**config.mk**
```make
export PLATFORM = sky130hd
export DESIGN_NAME = uart_tx
export DESIGN_NICKNAME = d
export VERILOG_FILES = /design/src/rtl/uart_tx.sv
export SDC_FILE = /design/constraint.sdc
export NUM_CORES = 1
export LEC_CHECK = 0
export CORE_MARGIN = 5
export CORE_UTILIZATION = 54
export DETAILED_ROUTE_END_ITERATION = 12
export PLACE_DENSITY_LB_ADDON = 0.15
export RECOVER_POWER = 100
export SYNTH_ARGS = -nofsm -noshare
export SYNTH_HDL_FRONTEND = slang
export SYNTH_SLANG_ARGS = --single-unit
```
**constraint.sdc**
```tcl
create_clock -name clock -period 1.7 [get_ports clock]
set_input_delay 0.51 -clock clock [delete_from_list [all_inputs] [get_ports clock]]
set_output_delay 0.51 -clock clock [all_outputs]
set_load 0.1 [all_outputs]
```
**src/rtl/uart_tx.sv**
```systemverilog
// Byte-wide 8N1 UART transmitter with valid/ready input and a fixed clocks-per-bit divider.
// Define UART_TX_PARITY_EN to insert an even-parity bit between data bit 7 and the stop bit.
module uart_tx #(
    parameter int CLKS_PER_BIT = 434
) (
    input  logic       clock,
    input  logic       rst,
    input  logic [7:0] tx_data,
    input  logic       tx_valid,
    output logic       tx_ready,
    output logic       tx,
    output logic       tx_busy
);

    localparam int CNT_W = (CLKS_PER_BIT > 1) ? $clog2(CLKS_PER_BIT) : 1;
    localparam logic [CNT_W-1:0] CNT_MAX = CNT_W'(CLKS_PER_BIT - 1);

    localparam logic [2:0] IDLE   = 3'd0;
    localparam logic [2:0] START  = 3'd1;
    localparam logic [2:0] DATA   = 3'd2;
`ifdef UART_TX_PARITY_EN
    localparam logic [2:0] PARITY = 3'd3;
`endif
    localparam logic [2:0] STOP   = 3'd4;

    logic [2:0]       state;
    logic [CNT_W-1:0] bit_cnt;
    logic [2:0]       bit_idx;
    logic [7:0]       shift;
    logic             bit_done;
`ifdef UART_TX_PARITY_EN
    logic             parity_bit;
`endif

    assign bit_done = (bit_cnt == CNT_MAX);

    // NOTE: tx_ready is combinational so it drops in the same cycle rst is raised,
    // letting no handshake complete on a reset edge.
    assign tx_ready = (state == IDLE) && !rst;
    assign tx_busy  = (state != IDLE);

    // NOTE: all state below uses non-blocking assignments so every branch sees the
    // pre-edge values of shift/bit_idx/bit_cnt regardless of statement order.
    always_ff @(posedge clock) begin
        if (rst) begin
            state      <= IDLE;
            tx         <= 1'b1;
            bit_cnt    <= '0;
            bit_idx    <= '0;
            shift      <= '0;
`ifdef UART_TX_PARITY_EN
            parity_bit <= 1'b0;
`endif
        end else begin
            case (state)
                IDLE: begin
                    tx      <= 1'b1;
                    bit_cnt <= '0;
                    if (tx_valid) begin
                        shift      <= tx_data;
                        bit_idx    <= '0;
                        tx         <= 1'b0;
                        state      <= START;
`ifdef UART_TX_PARITY_EN
                        parity_bit <= ^tx_data;
`endif
                    end
                end

                START: begin
                    if (bit_done) begin
                        bit_cnt <= '0;
                        tx      <= shift[0];
                        state   <= DATA;
                    end else begin
                        bit_cnt <= bit_cnt + CNT_W'(1);
                    end
                end

                DATA: begin
                    if (bit_done) begin
                        bit_cnt <= '0;
                        shift   <= {1'b0, shift[7:1]};
                        bit_idx <= bit_idx + 3'd1;
                        if (bit_idx == 3'd7) begin
`ifdef UART_TX_PARITY_EN
                            tx    <= parity_bit;
                            state <= PARITY;
`else
                            tx    <= 1'b1;
                            state <= STOP;
`endif
                        end else begin
                            // Register the next bit now so the line changes exactly at the boundary.
                            tx <= shift[1];
                        end
                    end else begin
                        bit_cnt <= bit_cnt + CNT_W'(1);
                    end
                end

`ifdef UART_TX_PARITY_EN
                PARITY: begin
                    if (bit_done) begin
                        bit_cnt <= '0;
                        tx      <= 1'b1;
                        state   <= STOP;
                    end else begin
                        bit_cnt <= bit_cnt + CNT_W'(1);
                    end
                end
`endif

                STOP: begin
                    tx <= 1'b1;
                    if (bit_done) begin
                        bit_cnt <= '0;
                        state   <= IDLE;
                    end else begin
                        bit_cnt <= bit_cnt + CNT_W'(1);
                    end
                end

                default: begin
                    tx      <= 1'b1;
                    bit_cnt <= '0;
                    state   <= IDLE;
                end
            endcase
        end
    end

endmodule

```
==> flow_summary.json, run 1 <==
{
  "status": "complete, but fails checks",
  "violations": "setup timing",
  "grt_pass1_wl_mm": 5.175,
  "final_nets": 193,
  "finalSetupTns_ps": -26.12,
  "r2r-end": "shift[6]$_SDFFE_PP0P_",
  "min_to": "shift[7]$_SDFFE_PP0P_",
  "clock_sinks": 24,
  "routed_wl_mm": 3.011,
  "n_fill_cell": 165,
  "yosys_register_bits": 24,
  "dr.pass1.iters": 4,
  "initial_core_util": 0.5681,
  "power_density_nw_per_um2": 674.1,
  "rows": 17,
  "synth_area_leader_cell": "dfxtp_1",
  "die_height_um": 58.47,
  "gp_congestion": 0.8599,
  "grt_antenna_before_repair": 0,
  "drc_errors": 0,
  "hold_buffers": 0,
  "crit_type": "register to primary output",
  "yosysSeqAreaShare": 0.3787,
  "port_buffers": 13,
  "cts.path.max_buffers": 2,
  "num_antenna_cells": 0,
  "synthesis.area_sq_um": 1269,
  "worstPathRequired_ps": 1190,
  "clkTransAtPathRegs_ps": 130,
  "worst_pin_slew_ps": 304.0,
  "cts-root-buf": "clkbuf_4",
  "hold_path.class": "register to register",
  "syn_inst": 147,
  "critPathMaxFanout": 2,
  "dp.cells": 197,
  "p_leak_nw": 0.6496,
  "yosys-top-cells-area": "dfxtp_1 (38%), nor2_1 (5.3%), o21ai_0 (4.7%)",
  "syn_to_final_growth_pct": 32.15,
  "ant_nets": 0,
  "dpl.hpwl_mm": 2.155,
  "power.total_mw": 1.130,
  "fin_skew_ps": 7.098,
  "worstReg2RegStart": "bit_cnt[3]$_SDFF_PP0_",
  "vias": 1191,
  "setup_viol": 1,
  "worstSetupStartpointType": "register",
  "clk_latency_ps": 330,
  "rsz0062_at_grt": "yes",
  "finalCriticalPeriod_ps": 1726,
  "mostFrequentLayoutCells": "dfxtp_1 (20), buf_4 (20), nor2_1 (16), o21ai_0 (12)",
  "cap_violations": 0,
  "cp_common_cell": "nor2_4",
  "vdd_drop_max_mv": 0.7557,
  "die-width_um": 58.47,
  "critical_path.slowest_cell": "dfxtp_4",
  "synth_cell_types": 39,
  "ys.warnings.count": 0,
  "yosysTopAreaCellShare": 0.3787,
  "path_cells": "nor2_4 > nand2_8 > nor2_4 > buf_12",
  "synth_area_per_cell_sq_um": 8.631,
  "ioPinCount": 14,
  "fmax_ghz": 0.5793,
  "grt_pass1_vias": 1208,
  "numCtsBuffers": 3,
  "hold_viol_final": 0,
  "fin_ws_ps": -26.12,
  "stdcell_count": 205,
  "ctsHtreeMaxLevel": 1,
  "cp_slowest_stage_delay_ps": 370,
  "grt_usage": 0.1960,
  "fin_area_sq_um": 1677,
  "slew_headroom": 0.7985,
  "synthesis.nets": 162,
  "rrSetupSlack_ps": 90,
  "min_period_over_period": 1.015,
  "drive_gt1_frac": 0.2712,
  "slew_violations": 0,
  "arrival_ps": 1220,
  "die_area_sq_um": 3419,
  "wl_per_cell_um": 14.69,
  "worstHoldPathCells": 2,
  "grt_max_degree": 14,
  "worstHoldStart": "shift[7]$_SDFFE_PP0P_",
  "cp-end-kind": "primary output",
  "cts_tree": "yes",
  "via_per_inst": 5.810,
  "first_iter_violations": 28,
  "dpl_cell_area_sq_um": 1585,
  "reg2reg_depth": 5,
  "grt_overflow": 0,
  "core_sq_um": 2233
}
==> cells in the mapped netlist (all sizes together) <==
library cell  count
a22o              1
o41a              1
or4               1
and4              1
or2               2
a2111oi           1
buf               3
o21ai            13
o211ai            1
nand2             4
xor2              4
nand3b            1
nand4             3
o21a              1
a211oi            8
nand2b            3
or3               3
ha                4
o31ai             2
a221oi            1
o21bai            6
mux2i             1
a21oi             9
inv               5
nor4              1
xnor2             4
nor3              3
nor2             19
nand3             8
clkbuf            4
dfxtp            24
o41ai             1
nand4b            2
nor2b             2
==> flip-flops by register name, summed over array words and instances, names as in the netlist <==
name and count:
bit_idx 3, state 3, bit_cnt 9, tx 1, shift 8
==> timing repair <==
item | in CTS | in global routing
gates resized for setup | 6 | 8
cloned | 0 | 0
endpoints found under the setup margin | 4 | 20
setup buffers | 3 | 1
pin swaps | 3 | 4
==> area by class of cell <==
| cell class | count | area, sq um | area share |
|---|---|---|---|
| Sequential cell | 24 | 493.0 | 0.2940 |
| Timing Repair Buffer | 33 | 296.5 | 0.1769 |
| Clock buffer | 4 | 36.28 | 0.02164 |
| Tap cell | 28 | 35.03 | 0.02090 |
| Inverter | 5 | 21.27 | 0.01269 |
| Multi-Input combinational cell | 111 | 794.5 | 0.4739 |
==> critical path: cells and delay by family, from the launching register on <==
kind | cells | cell delay, ps
buffers and inverters | 1 | 180
flip-flops | 1 | 370
AND/OR/NAND/NOR | 3 | 330
==> where the power goes <==
part	switching (mW)	leakage, nW	internal, mW	total (mW)
combinational	0.126	0.430	0.0986	0.225
clock	0.176	0.0210	0.131	0.308
sequential	0.0170	0.199	0.580	0.597
total	0.320	0.650	0.810	1.13
==> worst max-delay path by stage <==
stage                                startpoint        to  depth (start not counted)  slack (ps)
after floorplan           state[0]$_SDFFE_PP0P_  tx_ready                          5        -170
after global placement                      rst  tx_ready                          3        -130
after detailed placement                    rst  tx_ready                          3        -150
after CTS                 state[2]$_SDFFE_PP0P_  tx_ready                          4         -50
after global routing      state[0]$_SDFFE_PP0P_  tx_ready                          4         -80
final                     state[0]$_SDFFE_PP0P_  tx_ready                          4         -30
==> per-layer routing <==
layer,vias up,track usage,share of wire
met5,-,0,0
met4,0,0.1026,0.022
met3,7,0.03289,0.039
met2,27,0.3365,0.50
met1,559,0.2319,0.44
li1,598,-,-
==> per-stage QoR <==
stage / hold WS, ps / setup WS [ps] / util
final: 491.1 / -26.12 / 0.7507
after global routing: 526.4 / -82.80 / 0.7507
after CTS: 490.2 / -46.72 / 0.7401
after detailed placement: 470.4 / -148.4 / 0.7098
after global placement: 461.2 / -134.1 / 0.7098
after floorplan: 441.4 / -165.9 / -
==> logic make-up after synthesis <==
group	Yosys count	share of synthesized area
multiplexers	1	0.007890
AND/OR/NAND/NOR	53	0.2258
buffers and inverters	12	0.03845
flip-flops	24	0.3787
XOR/XNOR	8	0.05522
AO/OA/AOI/OAI	45	0.2544
adder cells (fa/ha/maj)	4	0.03945
Note: power is estimated with default switching activity, not from simulation.
==> run 2: changes to the inputs <==
--- a/config.mk
+++ b/config.mk
@@ -5,8 +5,9 @@
 export SDC_FILE = /design/constraint.sdc
 export NUM_CORES = 1
 export LEC_CHECK = 0
+export ABC_AREA = 1
 export CORE_MARGIN = 5
-export CORE_UTILIZATION = 54
+export CORE_UTILIZATION = 55
 export DETAILED_ROUTE_END_ITERATION = 12
 export PLACE_DENSITY_LB_ADDON = 0.15
 export RECOVER_POWER = 100
==> run 2 against run 1 <==
The flow still finishes with violations (setup timing). Critical path depth is the same. Global-route usage shrank 1.6 points. Maximum frequency grew 0.87%. Hold slack lost 8.7 ps. Count of clock-buffer cells in the layout shrank 1. Total power grew 120%. First-iteration DRC count shrank 39%. Synthesized cell count grew 21%. Sequential power grew 28%. Final cell count grew 9.8%. Largest cell class unchanged.
==> flow_summary.json, run 2 <==
{
  "status": "complete, but fails checks",
  "violations": "setup timing",
  "initial_core_util": 0.5809,
  "syn_to_final_growth_pct": 19.28,
  "dominantRegCellSynth": "dfxtp_1",
  "setup_viol": 1,
  "vias": 1190,
  "die_area_sq_um": 3403,
  "clk_latency_ps": 310,
  "p_clk_frac": 0.097,
  "finalCriticalPeriod_ps": 1711,
  "final_common_cell": "nand2_1",
  "first_iter_violations": 17,
  "reg_top3": "bit_cnt (9), shift (8)",
  "largest_reg_flops": 9,
  "fmax_ghz": 0.5844,
  "routed_wl_mm": 2.651,
  "synthesis.area_sq_um": 1285,
  "grt_max_degree": 20,
  "power_frac_seq": 0.305,
  "vdd_drop_max_mv": 1.203,
  "worst_pin_slew_ps": 388.0,
  "synthesis.nets": 193,
  "intPower_mw": 1.304,
  "clkTransAtPathRegs_ps": 120,
  "ys.warnings.count": 0,
  "p_leak_nw": 0.6571,
  "yosysSeqAreaShare": 0.3739,
  "seqCellArea_sq_um": 488.0,
  "die_height_um": 58.34,
  "path_delay_family": "flip-flops",
  "dpl_cell_area_sq_um": 1510,
  "power.total_mw": 2.508,
  "wl_per_cell_um": 11.78,
  "worstSetupStartpointType": "register",
  "n_fill_cell": 206,
  "path_cells": "nor2_4 > nand2_8 > nor2_4 > buf_12",
  "switching_share": 0.4800,
  "top_register": "bit_cnt",
  "yosysTopAreaCellShare": 0.3739,
  "combPwrFrac": 0.598,
  "yosysMostFrequentCell": "nand2_1",
  "async_flop_share": 0,
  "synth_area_per_cell_sq_um": 7.219,
  "min_period_over_period": 1.007,
  "fin_skew_ps": 6.552,
  "grt_antenna_before_repair": 0,
  "grt_overflow": 0,
  "fin_ws_ps": -11.22,
  "final_nets": 214,
  "worstPathRequired_ps": 1190,
  "cts_tree": "yes",
  "fin_area_sq_um": 1533,
  "rsz0062_at_grt": "yes",
  "cts-root-buf": "clkbuf_4",
  "synth-edff-count": 0,
  "mostFrequentLayoutCells": "nand2_1 (36), nor2_1 (25), dfxtp_1 (22), nand3_1 (21), inv_1 (17)",
  "power_density_nw_per_um2": 1636,
  "port_buffers": 13,
  "slew_violations": 0,
  "ctsHtreeMaxLevel": 1,
  "num_antenna_cells": 0,
  "critical_path_buf_inv_count": 1,
  "drc_errors": 0,
  "die-width_um": 58.34,
  "ioPinCount": 14,
  "grt_pass1_vias": 1185,
  "hold_viol_final": 0,
  "drive_gt1_frac": 0.1523,
  "crit_type": "register to primary output",
  "hold_path.class": "register to register",
  "dr.pass1.iters": 4,
  "grt_usage": 0.1795,
  "yosys_register_bits": 24,
  "p_sw_mw": 1.204,
  "slew_headroom": 0.7410,
  "yosys-top-cells-area": "dfxtp_1 (37%), nand2_1 (11%), nand3_1 (7.8%)",
  "via_per_inst": 5.289,
  "hold_buffers": 0,
  "numCtsBuffers": 3,
  "cts.path.max_buffers": 2,
  "multi_input_area_sq_um": 716.9,
  "hold_slack_ps": 482.4,
  "cp_common_cell": "nor2_4",
  "syn_inst": 178,
  "core_sq_um": 2212,
  "clock_sinks": 24,
  "gp_congestion": 0.7739,
  "dpl.hpwl_mm": 2.000,
  "critPathMaxFanout": 2,
  "synth_cell_types": 28,
  "synth.top_cells.by_count": "nand2_1 (37), nor2_1 (26), dfxtp_1 (24)",
  "cp_slowest_stage_delay_ps": 370,
  "ant_nets": 0,
  "cp-end-kind": "primary output",
  "arrival_ps": 1200,
  "critical_path.slowest_cell": "dfxtp_4",
  "grt_pass1_wl_mm": 4.816,
  "synth_area_leader_cell": "dfxtp_1",
  "cap_violations": 0,
  "rows": 17
}
-- run 2: worst register-to-register path, delay by kind of cell (launching register included) --
kind / cells / cell delay [ps]
simple gates: 5 / 990
buf+inv: 1 / 140
flops: 1 / 370
-- run 2: repair_timing --
action | CTS | global route
endpoints found under the setup margin | 2 | 1
setup buffers | 3 | 0
gates resized for setup | 5 | 0
pin swaps | 2 | 0
-- run 2: routing by layer --
metal	wire, um	vias to the layer above	GRT usage	share of wire
li1	-	615	-	-
met1	1185	539	0.1997	0.45
met2	1266	25	0.3126	0.48
met3	105	11	0.03509	0.040
met4	94	0	0.1093	0.035
met5	0	-	0	0
-- run 2: logic make-up after synthesis --
| family | Yosys count | share of synthesized area |
|---|---|---|
| xor gates and xnor gates | 5 | 0.03408 |
| AOI/OAI and AO/OA | 25 | 0.1042 |
| DFF | 24 | 0.3739 |
| and+or+nand+nor | 97 | 0.3720 |
| adders and majority gates | 4 | 0.03895 |
| buffers and inverters | 23 | 0.07692 |
-- run 2: power groups by stage --
stage	sequential, mW	combinational [mW]	clock [mW]
2_1_floorplan	0.856	1.02	0
3_3_place_gp	0.788	1.44	0
3_5_place_dp	0.794	1.49	0
4_1_cts	0.772	1.56	0.261
5_1_grt	0.780	1.63	0.289
6_report	0.765	1.50	0.243
-- run 2: per-stage QoR --
step | instances | worst slack [ps] | util | TNS (ps)
after detailed placement | 219 | -119.8 | 0.6827 | -251.9
after global placement | 219 | -122.0 | 0.6827 | -149.5
after CTS | 225 | -35.45 | 0.7053 | -35.45
after floorplan | 178 | -118.0 | - | -118.0
after global routing | 225 | -83.45 | 0.6929 | -197.0
final | 225 | -11.22 | 0.6929 | -11.22
-- run 2: path summary, 6_finish.rpt --
kind / from / endpoint / slack, ps / cells after the start
min: bit_cnt[0]$_SDFF_PP0_ / bit_cnt[0]$_SDFF_PP0_ / 480 / 1
max reg2reg: state[2]$_SDFFE_PP0P_ / bit_cnt[3]$_SDFF_PP0_ / 140 / 6
min reg2reg: bit_cnt[0]$_SDFF_PP0_ / bit_cnt[0]$_SDFF_PP0_ / 480 / 1
max: state[2]$_SDFFE_PP0P_ / tx_ready / -10 / 4
-- run 2: final cells by class --
| class | count | area share |
|---|---|---|
| inverters | 19 | 0.04653 |
| multi-input cells | 131 | 0.4678 |
| well taps | 28 | 0.02286 |
| repair buffers | 20 | 0.1298 |
| flip-flops and latches | 24 | 0.3184 |
| clock buffers | 3 | 0.01469 |
